<file path="config.mk">
export PLATFORM = sky130hd
export DESIGN_NAME = ps2_rx
export DESIGN_NICKNAME = d
export VERILOG_FILES = /design/src/rtl/ps2_rx.sv
export SDC_FILE = /design/constraint.sdc
export NUM_CORES = 1
export LEC_CHECK = 0
export ABC_CLOCK_PERIOD_IN_PS = 3100
export BUFFER_PORTS_ARGS = -buffer_cell sky130_fd_sc_hd__buf_2
export CAP_MARGIN = 20
export CORE_MARGIN = 1.5
export CORE_UTILIZATION = 55
export DETAILED_ROUTE_END_ITERATION = 7
export MAX_ROUTING_LAYER = met4
export PLACE_DENSITY_LB_ADDON = 0.2
export SETUP_SLACK_MARGIN = 0.05
export SYNTH_ARGS = -nofsm -noshare
export SYNTH_HDL_FRONTEND = slang
export SYNTH_SLANG_ARGS = --single-unit
</file>
<file path="constraint.sdc">
create_clock -name Clock -period 3.1 [get_ports Clock]
set_clock_uncertainty 0.15 [all_clocks]
set_input_delay 0.62 -clock Clock [delete_from_list [all_inputs] [get_ports Clock]]
set_output_delay 0.62 -clock Clock [all_outputs]
set_load 0.005 [all_outputs]
</file>
<file path="src/rtl/ps2_rx.sv">
// ps2_rx: PS/2 device-to-host receiver with line sync, clock deglitch filter and frame timeout.
module ps2_rx #(
  parameter int FILTER_LEN     = 8,
  parameter int TIMEOUT_CYCLES = 10000
) (
  input  logic       Clock,
  input  logic       nReset,
  input  logic       PS2_CLK,
  input  logic       PS2_DAT,
  output logic [7:0] data,
  output logic       data_en,
  output logic       frame_err,
  output logic       busy
);
  localparam int TW = $clog2(TIMEOUT_CYCLES + 1);
  typedef enum logic [1:0] {IDLE, DATA, PARITY, STOP} state_t;
  state_t         state;
  logic [1:0]     clk_s, dat_s;
  logic [3:0]     flt_cnt;
  logic           fclk, fclk_d, fall, rx_bit, par;
  logic [7:0]     sreg;
  logic [2:0]     bit_cnt;
  logic [TW-1:0]  to_cnt;
  assign fall   = fclk_d & ~fclk;
  assign rx_bit = dat_s[1];
  assign busy   = state != IDLE;
  // fclk follows the synchronized clock only after FILTER_LEN agreeing samples
  always_ff @(posedge Clock or negedge nReset) begin
    if (!nReset) begin
      clk_s   <= 2'b11;
      dat_s   <= 2'b11;
      flt_cnt <= '0;
      fclk    <= 1'b1;
      fclk_d  <= 1'b1;
    end else begin
      clk_s  <= {clk_s[0], PS2_CLK};
      dat_s  <= {dat_s[0], PS2_DAT};
      fclk_d <= fclk;
      if (clk_s[1] == fclk) flt_cnt <= '0;
      else if (flt_cnt == 4'(FILTER_LEN - 1)) begin
        fclk    <= clk_s[1];
        flt_cnt <= '0;
      end else flt_cnt <= flt_cnt + 4'd1;
    end
  end
  always_ff @(posedge Clock or negedge nReset) begin
    if (!nReset) begin
      state     <= IDLE;
      data      <= '0;
      data_en   <= 1'b0;
      frame_err <= 1'b0;
      sreg      <= '0;
      bit_cnt   <= '0;
      par       <= 1'b0;
      to_cnt    <= '0;
    end else begin
      data_en   <= 1'b0;
      frame_err <= 1'b0;
      to_cnt    <= (fall || state == IDLE) ? '0 :
                   (to_cnt == TW'(TIMEOUT_CYCLES)) ? to_cnt : to_cnt + 1'b1;
      if (fall) begin
        case (state)
          IDLE: if (!rx_bit) begin
            sreg    <= '0;
            bit_cnt <= '0;
            state   <= DATA;
          end
          DATA: begin
            sreg    <= {rx_bit, sreg[7:1]};
            bit_cnt <= bit_cnt + 3'd1;
            if (bit_cnt == 3'd7) state <= PARITY;
          end
          PARITY: begin
            par   <= rx_bit;
            state <= STOP;
          end
          STOP: begin
            state <= IDLE;
            if (rx_bit && (^sreg ^ par)) begin
              data    <= sreg;
              data_en <= 1'b1;
            end else frame_err <= 1'b1;
          end
        endcase
      end else if (state != IDLE && to_cnt >= TW'(TIMEOUT_CYCLES - 1)) begin
        // abort a stalled frame exactly TIMEOUT_CYCLES after its last fall
        state     <= IDLE;
        frame_err <= 1'b1;
      end
    end
  end
endmodule

</file>
Yosys cells after proc, flatten, opt, wreduce, memory -nomap -nowiden
Cells that the tools add are included.
- register bits after elaboration: 48
- output and inout bits: 11
- add/sub/neg operators: 3
- order comparisons: 1
- eq/ne operators: 11
- multiplexer cells: 20
- bitwise logic cells: 4
- reduce and logical (&&, ||, !) cells: 13
- operators with widths (cell ; count):
    two-way mux 14 bit ; 2
    case mux 8 bit (2 select lines) ; 1
    adder 14 x 1 -> 14 bit (second input constant) ; 1
    == test 14 bit (second input constant) ; 1
    >= comparator 14 bit (second input constant) ; 1
    AND reduction 3 bit ; 3
    two-way mux 2 bit ; 4
    two-way mux 4 bit ; 2
    two-way mux 8 bit ; 1
    case mux 2 bit (4 select lines) ; 1
    parity 8 bit ; 1
    two-way mux 1 bit ; 7
    != test 3 bit (second input constant) ; 2
    case mux 3 bit (2 select lines) ; 1
    nonzero test 2 bit ; 3
    adder 4 x 1 -> 4 bit (second input constant) ; 1
    == test 2 bit (second input constant) ; 2
    == test 4 x 3 -> 1 bit (second input constant) ; 1
    != test 2 bit (second input constant) ; 2
    AND reduction 2 bit ; 2
    adder 3 x 1 -> 3 bit (second input constant) ; 1
    == test 3 bit (second input constant) ; 1
    two-way mux 3 bit ; 1
    == test 2 x 1 -> 1 bit (second input constant) ; 1
    7 further kinds ; 9

Depth between registers and ports, before layout
Gate-level depths: netlist (run 1).
- depth after elaboration: 6
- mapped depth: 7
- depth with buffers taken out: 7

Worst setup path after synthesis (run 1)
No wires, ideal clock.
- kind: register to register
- from: register sreg[4]
- to: register data[0]
- arrival: 1688 ps
- path slack: 1137 ps
- stages on the path, launching flop included: 6
- path buffers: 0
- period minus slack after synthesis: 1963 ps
- cell sequence: dfrtp_1 > xnor2_1 > xnor3_1 > xnor2_2 > nand4_4 > mux2_2
- word-level cells in the longest chain between the ends: 4
- ends and longest elaborated chain (what ; RTL line ; RTL):
    start: declaration ; 21 ; logic [7:0] sreg;
    start signal: assignment ; 69 ; sreg <= {rx_bit, sreg[7:1]};
    parity 8 bit ; 79 ; if (rx_bit && (^sreg ^ par)) begin
    bitwise XOR 1 bit ; 79 ;
    logical AND 1 bit ; 79 ;
    AND reduction 3 bit (no source line) ; n/a ;
    end signal: assignment ; 80 ; data <= sreg;
    end: declaration ; 10 ; output logic [7:0] data,
No other way between the ends.
A chain may end at the register's enable or synchronous reset.

Worst setup path after layout (run 1)
- from: register to_cnt[0]
- to: register to_cnt[1]
- word-level cells in the longest chain between the ends: 3
- elaborated cells between the ends (all ways): 5
- classes of those cells: add/sub: 1; eq/ne: 2; mux: 2
- ends and longest elaborated chain (what ; RTL line ; RTL):
    start: declaration ; 23 ; logic [TW-1:0] to_cnt;
    start signal: assignment ; 59 ; to_cnt <= (fall || state == IDLE) ? '0 :
    adder 14 x 1 -> 14 bit ; 60 ; (to_cnt == TW'(TIMEOUT_CYCLES)) ? to_cnt : to_cnt + 1'b1;
    two-way mux 14 bit ; 60 ;
    two-way mux 14 bit ; 59 ;
Several ways; a longest one is shown, not always the timed one. The select of a mux whose other input is x is not followed.

==> reports/qor.csv, run 1 <==
metric,value,unit
run_status,"finished, final reports clean",
synthDistinctLibCells,32,
synth.yosys.seq_area_share,54.7,%
number_of_gates_given_a_new_drive_strength_after_cts,0,
route.detailed.vias_per_inst,5.70,
postCtsSetupRepairBufs,0,
grt_max_degree,49,
synth-warning-count,0,
rsz0062_at_grt,no,
irDropWorstVdd,0.479,mV
crit_path_top_delay_cell,sky130_fd_sc_hd__nor4b_1,
crit_path_kind,reg -> reg,
fmaxAchievable,0.440,GHz
synth.top_cells.by_area,"sky130_fd_sc_hd__dfrtp_1 (48%), sky130_fd_sc_hd__dfstp_2 (7.1%), sky130_fd_sc_hd__ha_1 (5.1%)",
mappedNetlistNets,214,
clk_pin_slew_worst_paths,90,ps
drtIter0Drc,97,
cts_max_level,2,
antenna_left,0,
most-common-layout-cells,"sky130_fd_sc_hd__dfrtp_1 (42), sky130_fd_sc_hd__nor2_1 (19), sky130_fd_sc_hd__inv_1 (18)",
tightestPinTransition,723,ps
final_layout_size_suffix_gt1_share,18.9,%
final_routed_drc_violation_total,0,
totalPowerFinal,0.00145,W
setup.worst_path.end_class,register,
boundaryPins,15,
mappedNetlistArea,2210,sq um
grt_util_all_layers,21.0,%
p_leak,1.17,nW
core-area,3770,sq um
placedInstanceArea,2340,sq um
cts.sink_count,48,
start_kind,register,
min-delay-path-class,in -> async,
dp.final_hpwl,2700,microns
reg2reg_setup_slack,830,ps
drt-pass1-iter-count,4,
synth.largest_area_cell,sky130_fd_sc_hd__dfrtp_1,
numCtsBuffers,5,
cpPeakStageDelay,660,ps
yosys_top_cell_area_share,47.6,%
drt-wirelength-per-cell,14.4,microns
dieHeight,66.4,microns
clock_path_buffers,2,
antenna_cells,0,
setup_viol,0,
finalHoldViolCount,0,
port_buffers,14,
netlist_instances,201,
timing.max_cap.violations,0,
crit_path_cells,"inv_1, ha_1, and4bb_2, nand3_1, nor4b_1, mux2i_1, nor2_1",
std_cell_rows,22,
min_period_over_period,73.3,%
setup_total_negative_slack,0,ps
path_buf_inv,1,
dp.cells,261,
worstSkewPairLatency,300,ps
grt_first_pass_wirelength,6780,microns
antenna_found_initial,0,
cts_tree,built,
worst_path_dominant_cell_family,simple AND/OR/NAND/NOR gates,
detail_route.wirelength,3890,microns
ctsHoldBuffers,0,
finish.net_count,234,
yosys_register_bits,48,
die-area,4410,sq um
required,3130,ps
layout.filler_cells,278,
timing.max_slew.rel_slack,51.1,%
postSynthAreaPerCell,11.0,sq um
layout_commonest_cell,sky130_fd_sc_hd__dfrtp_1,
via_count,1538,
layout_min_cycle_time,2270,ps
first_global_vias,1489,
chipWidth,66.4,microns
start_util,58.6,%
global_placement_routability_congestion,0.862,
clock-root-buffer,sky130_fd_sc_hd__clkbuf_8,
slew_violations,0,
grt.overflow.total,0,
area_growth_syn_to_layout,10.3,%
postLayoutCellArea,2440,sq um
critical_path_arrival,2300,ps
power_density,595,nW/um^2
layout.cells.non_filler,270,
worstPathMaxFanout,4,
-- per-layer routing --
layer | global-route usage (%) | share of wire, % | vias to the layer above
li1 | - | - | 723
met1 | 27.2 | 46 | 772
met2 | 32.5 | 48 | 31
met3 | 4.60 | 3.4 | 12
met4 | 8.16 | 2.6 | 0
met5 | - | 0 | -
-- worst paths after layout --
kind	from	endpoint	depth (start not counted)
worst min register to register	clk_s[0]$_DFF_PN1_	clk_s[1]$_DFF_PN1_	0
worst min-delay path	nReset	to_cnt[1]$_DFFE_PN0P_	1
worst max-delay path	to_cnt[0]$_DFFE_PN0P_	to_cnt[1]$_DFFE_PN0P_	7
min in group Clock	clk_s[0]$_DFF_PN1_	clk_s[1]$_DFF_PN1_	0
max in group asynchronous	nReset	fclk_d$_DFF_PN1_	2
worst max register to register	to_cnt[0]$_DFFE_PN0P_	to_cnt[1]$_DFFE_PN0P_	7
-- cells in the mapped netlist, drive strengths merged --
library cell and n:
nand4 5, or3 2, xnor2 11, nand2b 3, a41o 2, and3 1
o21a 1, nor2b 3, dfrtp 42, nor2 19, nor3 3, a21oi 7
mux2i 1, and4bb 1, xnor3 1, nand2 9, inv 18, a32o 1
a22oi 1, nand3 17, nor4b 1, xor2 7, clkbuf 2, ha 9
o21ai 15, a31oi 1, dfstp 6, mux2 10, buf 1, or3b 1
-- final cells by class --
type | instances | area [sq um] | share of cell area (%)
repair buffers | 16 | 97.6 | 4.00
clock inverters | 1 | 5.00 | 0.205
flip-flops and latches | 48 | 1210 | 49.6
well taps | 48 | 60.1 | 2.46
clock buffers | 7 | 76.3 | 3.13
inverters | 18 | 67.6 | 2.77
multi-input cells | 132 | 922 | 37.8
-- flip-flops by register name (all words and copies together) (netlist names) --
signal     count
to_cnt        14
data_en        1
state          2
fclk_d         1
sreg           8
dat_s          2
clk_s          2
par            1
fclk           1
frame_err      1
data           8
bit_cnt        3
flt_cnt        4
-- cell families after synthesis --
group           count (synthesis)  synth area share [%]
simple gates                   65                  15.3
flops                          48                  54.7
compound gates                 28                  7.30
buf+inv                        21                  3.57
xor+xnor                       19                  8.49
mux                            11                  5.55
fa+ha+maj                       9                  5.10
-- stage by stage --
step	utilization, %	hold WS (ps)	setup WS [ps]
after global placement	61.9	198	987
after floorplan	-	174	1140
final	64.6	110	828
after detailed placement	61.9	198	902
after global routing	64.6	155	719
after CTS	64.1	211	837
-- worst reg2reg max path, delay by kind of cell, from the launching register on --
kind,cells,cell delay [ps]
AND/OR/NAND/NOR,4,1050
buffers and inverters,1,110
adder cells (fa/ha/maj),1,150
multiplexers,1,280
flip-flops,1,410
-- report_power, final --
part	internal, W	leakage, nW	total (W)	switching, W
Clock	0.000159	0.0422	0.000355	0.000197
Sequential	0.000696	0.643	0.000751	0.0000552
Combinational	0.000122	0.483	0.000344	0.000223
(Power assumes the default switching activity.)
==> run 2: changes to the inputs <==
--- a/config.mk
+++ b/config.mk
@@ -5,11 +5,11 @@
 export SDC_FILE = /design/constraint.sdc
 export NUM_CORES = 1
 export LEC_CHECK = 0
-export ABC_CLOCK_PERIOD_IN_PS = 3100
+export ABC_CLOCK_PERIOD_IN_PS = 2000
 export BUFFER_PORTS_ARGS = -buffer_cell sky130_fd_sc_hd__buf_2
 export CAP_MARGIN = 20
 export CORE_MARGIN = 1.5
-export CORE_UTILIZATION = 55
+export CORE_UTILIZATION = 53
 export DETAILED_ROUTE_END_ITERATION = 7
 export MAX_ROUTING_LAYER = met4
 export PLACE_DENSITY_LB_ADDON = 0.2
==> constraint.sdc (replaced) <==
create_clock -name Clock -period 2 [get_ports Clock]
set_clock_uncertainty 0.15 [all_clocks]
set_input_delay 0.4 -clock Clock [delete_from_list [all_inputs] [get_ports Clock]]
set_output_delay 0.4 -clock Clock [all_outputs]
set_load 0.005 [all_outputs]
==> reports/qor.csv, run 2 (synthesis results as in run 1) <==
metric,value,unit,change
run_status,"finished, violations left",,"was finished, final reports clean"
p_leak,1.26,nW,was 1.17 nW
layout.cells.non_filler,285,,was 270
port_buffers,14,,unchanged
reg2reg_setup_slack,-20,ps,was 830 ps
area_growth_syn_to_layout,18.2,%,was 10.3%
power_frac_clock,24.1,%,was 24.5%
irDropWorstVdd,0.672,mV,was 0.479 mV
core-area,4000,sq um,was 3770 sq um
route.met2.wl,2160,microns,was 1860 microns
largest-register,to_cnt,,unchanged
layout_commonest_cell,sky130_fd_sc_hd__dfrtp_1,,unchanged
crit_path_top_delay_cell,sky130_fd_sc_hd__dfrtp_1,,was sky130_fd_sc_hd__nor4b_1
pwr-share-seq,49.0,%,was 51.8%
start_util,55.2,%,was 58.6%
cts.sink_count,48,,unchanged
top_layer_used,met4,,unchanged
reg2reg_depth,6,,was 7
clock-root-buffer,sky130_fd_sc_hd__clkbuf_8,,unchanged
cpPeakStageDelay,400,ps,was 660 ps
tightestPinTransition,614,ps,was 723 ps
worstPathMaxFanout,5,,was 4
cts_tree,built,,unchanged
timing.max_cap.violations,0,,unchanged
dieHeight,67.6,microns,was 66.4 microns
std_cell_rows,23,,was 22
power_density,915,nW/um^2,was 595 nW/um^2
netSwitchingFraction,32.0,%,was 32.7%
dp.final_hpwl,2860,microns,was 2700 microns
grt_max_degree,26,,was 49
global_placement_routability_congestion,0.777,,was 0.862
layout.filler_cells,288,,was 278
finish.net_count,247,,was 234
most-common-layout-cells,"sky130_fd_sc_hd__dfrtp_1 (42), sky130_fd_sc_hd__nor2_1 (19), sky130_fd_sc_hd__inv_1 (16), sky130_fd_sc_hd__nand3_1 (16), sky130_fd_sc_hd__o21ai_0 (15)",,"was sky130_fd_sc_hd__dfrtp_1 (42), sky130_fd_sc_hd__nor2_1 (19), sky130_fd_sc_hd__inv_1 (18)"
fmaxAchievable,0.496,GHz,was 0.440 GHz
drtIter0Drc,57,,was 97
cp-startpoint,sreg[0]$_DFFE_PN0P_,,was to_cnt[0]$_DFFE_PN0P_
internal-power,0.00163,W,was 0.000976 W
largest_registers,"to_cnt (14), data (8), sreg (8)",,unchanged
first_global_vias,1508,,was 1489
layout_min_cycle_time,2020,ps,was 2270 ps
numCtsBuffers,5,,unchanged
routedLengthMet1,1890,microns,was 1790 microns
grt_util_all_layers,20.7,%,was 21.0%
final_critical_path_setup_slack,-15.9,ps,was 828 ps
final_routed_drc_violation_total,0,,unchanged
drt-pass1-iter-count,4,,unchanged
finalHoldViolCount,0,,unchanged
switching_power,0.000764,W,was 0.000475 W
rsz0062_at_grt,yes,,was no
route.detailed.vias_per_inst,5.40,,was 5.70
die-area,4570,sq um,was 4410 sq um
detail_route.wirelength,4160,microns,was 3890 microns
min_period_over_period,101,%,was 73.3%
antenna_found_initial,0,,unchanged
required,2030,ps,was 3130 ps
antenna_cells,0,,unchanged
grt.overflow.total,0,,unchanged
hold_path_startpoint,PS2_DAT,,
crit-reg2reg-capture,data[4]$_DFFE_PN0P_,,was to_cnt[1]$_DFFE_PN0P_
violations,setup timing,,
clk_pin_slew_worst_paths,80,ps,was 90 ps
grt_first_pass_wirelength,6750,microns,was 6780 microns
p_comb_share,26.9,%,was 23.7%
critical_path_arrival,2040,ps,was 2300 ps
setup_viol,5,,was 0
antenna_left,0,,unchanged
chipWidth,67.6,microns,was 66.4 microns
setup.worst_path.end_class,register,,unchanged
drt-wirelength-per-cell,14.6,microns,was 14.4 microns
crit_path_kind,reg -> reg,,unchanged
cts_max_level,2,,unchanged
worstSkewPairLatency,290,ps,was 300 ps
largest_register_ff_count,14,,unchanged
min-delay-path-class,in -> reg,,was in -> async
timing.max_slew.rel_slack,59.0,%,was 51.1%
hold-worst-slack,51.6,ps,was 110 ps
worstReg2RegStart,sreg[0]$_DFFE_PN0P_,,was to_cnt[0]$_DFFE_PN0P_
crit_path_cells,"xnor2_1, xnor3_1, xnor2_2, buf_6, nand4_4, mux2_2",,"was inv_1, ha_1, and4bb_2, nand3_1, nor4b_1, mux2i_1, nor2_1"
slew_violations,0,,unchanged
clock_path_buffers,2,,unchanged
met3_wirelength_from_detailed_routing,89,microns,was 131 microns
boundaryPins,15,,unchanged
dp.cells,270,,was 261
start_kind,register,,unchanged
setup.worst_path.end,data[4]$_DFFE_PN0P_,,was to_cnt[1]$_DFFE_PN0P_
via_count,1539,,was 1538
final_layout_size_suffix_gt1_share,26.4,%,was 18.9%
==> run 2: cell count changes in the layout (fill, tap and decap cells not counted), moves of 2 or more <==
| cell | previous run | this run |
|---|---|---|
| sky130_fd_sc_hd__buf_6 | 0 | 2 |
| sky130_fd_sc_hd__inv_1 | 18 | 16 |
| sky130_fd_sc_hd__buf_4 | 1 | 10 |
| sky130_fd_sc_hd__ha_1 | 9 | 7 |
| sky130_fd_sc_hd__inv_2 | 0 | 2 |
==> run 2: worst max-delay path: cells and delay by family (launching register included) <==
kind	cells	cell delay, ps
XOR/XNOR	3	780
flip-flops	1	400
multiplexers	1	310
buffers and inverters	1	140
AND/OR/NAND/NOR	1	120
==> run 2: power groups by stage <==
stage,clock network (W),logic [W],registers [W]
2_1_floorplan,0,0.000389,0.00116
3_3_place_gp,0,0.000530,0.00117
3_5_place_dp,0,0.000564,0.00118
4_1_cts,0.000594,0.000569,0.00117
5_1_grt,0.000638,0.000730,0.00119
6_report,0.000576,0.000642,0.00117
==> run 2: metal layers <==
layer	track usage [%]	up-vias
met5	-	-
met1	24.4	773
met2	35.0	16
met4	6.63	0
met3	4.67	2
li1	-	748
==> run 2: repair_timing <==
item | CTS | global route
endpoints found under the hold margin | 23 | 0
cloned | 0 | 1
setup endpoints to repair | 11 | 12
hold buffers | 1 | 0
buffers inserted | 0 | 6
resized for setup | 1 | 10
pin swaps | 1 | 5
==> run 2: per-stage QoR <==
step / util, % / cell area [sq um] / setup WS [ps] / setup TNS, ps / total power, W
2_1_floorplan: - / 2220 / 66.1 / 0 / 0.00155
3_3_place_gp: 60.2 / 2410 / 22.6 / 0 / 0.00170
3_5_place_dp: 60.2 / 2410 / -28.1 / -162 / 0.00175
4_1_cts: 63.1 / 2520 / -62.8 / -442 / 0.00233
5_1_grt: 65.3 / 2610 / -100 / -781 / 0.00256
6_report: 65.3 / 2610 / -15.9 / -48.4 / 0.00239
==> run 2: layout make-up <==
cell class / instances / area, sq um / area share, %
inverters: 18 / 67.6 / 2.59
well taps: 50 / 62.6 / 2.39
repair buffers: 28 / 198 / 7.57
clock buffers: 7 / 86.3 / 3.30
multi-input cells: 133 / 982 / 37.6
flip-flops and latches: 48 / 1210 / 46.3
clock inverters: 1 / 7.51 / 0.287
==> run 2: how the worst min path moves through the flow <==
stage / to / slack, ps / cells past startpoint
final: dat_s[0]$_DFF_PN1_ / 50 / 1
after global routing: clk_s[0]$_DFF_PN1_ / 30 / 1
after CTS: clk_s[0]$_DFF_PN1_ / 40 / 1
after detailed placement: dat_s[1]$_DFF_PN1_ / 200 / 0
after global placement: dat_s[1]$_DFF_PN1_ / 200 / 0
after floorplan: bit_cnt[0]$_DFFE_PN0P_ / -50 / 0
==> run 3: changes to the inputs <==
--- a/config.mk
+++ b/config.mk
@@ -9,7 +9,7 @@
 export BUFFER_PORTS_ARGS = -buffer_cell sky130_fd_sc_hd__buf_2
 export CAP_MARGIN = 20
 export CORE_MARGIN = 1.5
-export CORE_UTILIZATION = 53
+export CORE_UTILIZATION = 40
 export DETAILED_ROUTE_END_ITERATION = 7
 export MAX_ROUTING_LAYER = met4
 export PLACE_DENSITY_LB_ADDON = 0.2
==> constraint.sdc (replaced) <==
create_clock -name Clock -period 2 [get_ports Clock]
set_clock_uncertainty 0.15 [all_clocks]
set_input_delay 0.4 -clock Clock [delete_from_list [all_inputs] [get_ports Clock]]
set_output_delay 0.4 -clock Clock [all_outputs]
set_load 0.1 [all_outputs]
==> reports/qor.csv, run 3 (synthesis results as in run 1) <==
metric,value,unit,change
run_status,"finished, violations left",,unchanged
violations,setup timing,,unchanged
finish.net_count,247,,unchanged
cts_tree,built,,unchanged
dieHeight,77.3,microns,was 67.6 microns
worstSkewPairLatency,300,ps,was 290 ps
setup_total_negative_slack,-325,ps,was -48.4 ps
clock_path_buffers,2,,unchanged
grt_first_pass_wirelength,6820,microns,was 6750 microns
antenna_found_initial,0,,unchanged
numCtsBuffers,5,,unchanged
largest-register,to_cnt,,unchanged
port_buffers,14,,unchanged
timing.max_slew.rel_slack,66.8,%,was 59.0%
boundaryPins,15,,unchanged
first_global_vias,1493,,was 1508
min-delay-path-class,in -> reg,,unchanged
final_layout_size_suffix_gt1_share,28.5,%,was 26.4%
worstPathMaxFanout,5,,unchanged
cts.sink_count,48,,unchanged
irDropWorstVdd,0.420,mV,was 0.672 mV
antenna_left,0,,unchanged
detail_route.wirelength,3750,microns,was 4160 microns
grt_util_all_layers,14.7,%,was 20.7%
hold-worst-slack,42.3,ps,was 51.6 ps
final_critical_path_setup_slack,-53.0,ps,was -15.9 ps
tightestPinTransition,497,ps,was 614 ps
power_density,948,nW/um^2,was 915 nW/um^2
drtIter0Drc,89,,was 57
grt_max_degree,28,,was 26
fmaxAchievable,0.487,GHz,was 0.496 GHz
clk_pin_slew_worst_paths,90,ps,was 80 ps
route.detailed.vias_per_inst,4.85,,was 5.40
die-area,5980,sq um,was 4570 sq um
cpPeakStageDelay,450,ps,was 400 ps
postLayoutCellArea,2670,sq um,was 2610 sq um
via_count,1478,,was 1539
cts_max_level,2,,unchanged
setup_viol,8,,was 5
min_period_over_period,103,%,was 101%
crit_path_kind,reg -> reg,,unchanged
required,2040,ps,was 2030 ps
dp.final_hpwl,2570,microns,was 2860 microns
dp.cells,291,,was 270
grt.overflow.total,0,,unchanged
layout_min_cycle_time,2050,ps,was 2020 ps
clock-root-buffer,sky130_fd_sc_hd__clkbuf_8,,unchanged
most-common-layout-cells,"sky130_fd_sc_hd__dfrtp_1 (42), sky130_fd_sc_hd__nor2_1 (19), sky130_fd_sc_hd__nand3_1 (16)",,"was sky130_fd_sc_hd__dfrtp_1 (42), sky130_fd_sc_hd__nor2_1 (19), sky130_fd_sc_hd__inv_1 (16), sky130_fd_sc_hd__nand3_1 (16), sky130_fd_sc_hd__o21ai_0 (15)"
largest_register_ff_count,14,,unchanged
finalHoldViolCount,0,,unchanged
critical_path_arrival,2090,ps,was 2040 ps
core-area,5200,sq um,was 4000 sq um
hold_depth,1,,unchanged
worst_path_dominant_cell_family,XOR/XNOR gates,,unchanged
chipWidth,77.3,microns,was 67.6 microns
layout.cells.non_filler,305,,was 285
path_buf_inv,0,,was 1
largest_registers,"to_cnt (14), data (8), sreg (8)",,unchanged
global_placement_routability_congestion,0.775,,was 0.777
drt-pass1-iter-count,4,,unchanged
slew_violations,0,,unchanged
antenna_cells,0,,unchanged
layout_commonest_cell,sky130_fd_sc_hd__dfrtp_1,,unchanged
crit_path_top_delay_cell,sky130_fd_sc_hd__xnor3_1,,was sky130_fd_sc_hd__dfrtp_1
final_routed_drc_violation_total,0,,unchanged
setup.worst_path.end_class,register,,unchanged
timing.max_cap.violations,0,,unchanged
p_leak,1.25,nW,was 1.26 nW
finalCoreUtilization,51.2,%,was 65.3%
placedInstanceArea,2460,sq um,was 2410 sq um
crit_path_cells,"xnor2_1, xnor3_1, xnor2_2, nand4_4, mux2_2",,"was xnor2_1, xnor3_1, xnor2_2, buf_6, nand4_4, mux2_2"
rsz0062_at_grt,yes,,unchanged
area_growth_syn_to_layout,20.6,%,was 18.2%
drt-wirelength-per-cell,12.3,microns,was 14.6 microns
std_cell_rows,26,,was 23
start_kind,register,,unchanged
reg2reg_depth,5,,was 6
start_util,42.5,%,was 55.2%
worst-path-stages,5,,was 6
run 3: cell types whose count changed in the layout (fill, tap and decap cells not counted), moves of 2 or more:
cell / delta
sky130_fd_sc_hd__clkinvlp_4: +2
sky130_fd_sc_hd__inv_1: -2
sky130_fd_sc_hd__buf_4: +2
sky130_fd_sc_hd__buf_6: -2
run 3: worst register-to-register path: cells and delay by family, from the launching register on:
family	cells	cell delay [ps]
xor gates and xnor gates	3	900
DFF	1	390
muxes	1	310
and+or+nand+nor	1	200
run 3: timing repair:
item | CTS | global route
endpoints found under the hold margin | 15 | 0
setup endpoints to repair | 10 | 13
setup buffers | 2 | 2
gates cloned | 0 | 1
resized for setup | 1 | 11
hold buffers | 1 | 0
pin swaps | 1 | 5
run 3: power by group:
part | total (W) | switching (W) | internal (W) | leakage, nW
combinational | 0.000766 | 0.000469 | 0.000297 | 0.568
clock | 0.000601 | 0.000321 | 0.000280 | 0.0434
sequential | 0.00116 | 0.0000818 | 0.00108 | 0.643
run 3: cell type report:
| cell class | instances | area [sq um] |
|---|---|---|
| Fill cell | 471 | 2540 |
| Sequential cell | 48 | 1210 |
| Clock buffer | 6 | 82.6 |
| Inverter | 18 | 71.3 |
| Timing Repair Buffer | 28 | 205 |
| Clock inverter | 2 | 15.0 |
| Tap cell | 70 | 87.6 |
| Multi-Input combinational cell | 133 | 995 |
run 3: per-layer routing:
| layer | global-route usage, % | routed length (microns) |
|---|---|---|
| met5 | - | 0 |
| met4 | 4.36 | 44 |
| met3 | 4.05 | 116 |
| met2 | 22.3 | 1620 |
| met1 | 19.4 | 1960 |
run 3: per-stage QoR:
| stage | setup slack [ps] | power (W) |
|---|---|---|
| global route | -123 | 0.00271 |
| detailed placement | -27.4 | 0.00188 |
| global placement | -5.91 | 0.00187 |
| finish | -53.0 | 0.00253 |
| CTS | -40.3 | 0.00253 |
| floorplan | 55.7 | 0.00165 |
run 3: final timing paths:
check                                    start                    end  slack, ps
max                        sreg[4]$_DFFE_PN0P_    data[7]$_DFFE_PN0P_        -50
min                                    PS2_CLK     clk_s[0]$_DFF_PN1_         40
max reg2reg                sreg[4]$_DFFE_PN0P_    data[7]$_DFFE_PN0P_        -50
min reg2reg                 dat_s[0]$_DFF_PN1_     dat_s[1]$_DFF_PN1_        210
max in group asynchronous               nReset  to_cnt[1]$_DFFE_PN0P_        740
min in group asynchronous               nReset    sreg[1]$_DFFE_PN0P_        440
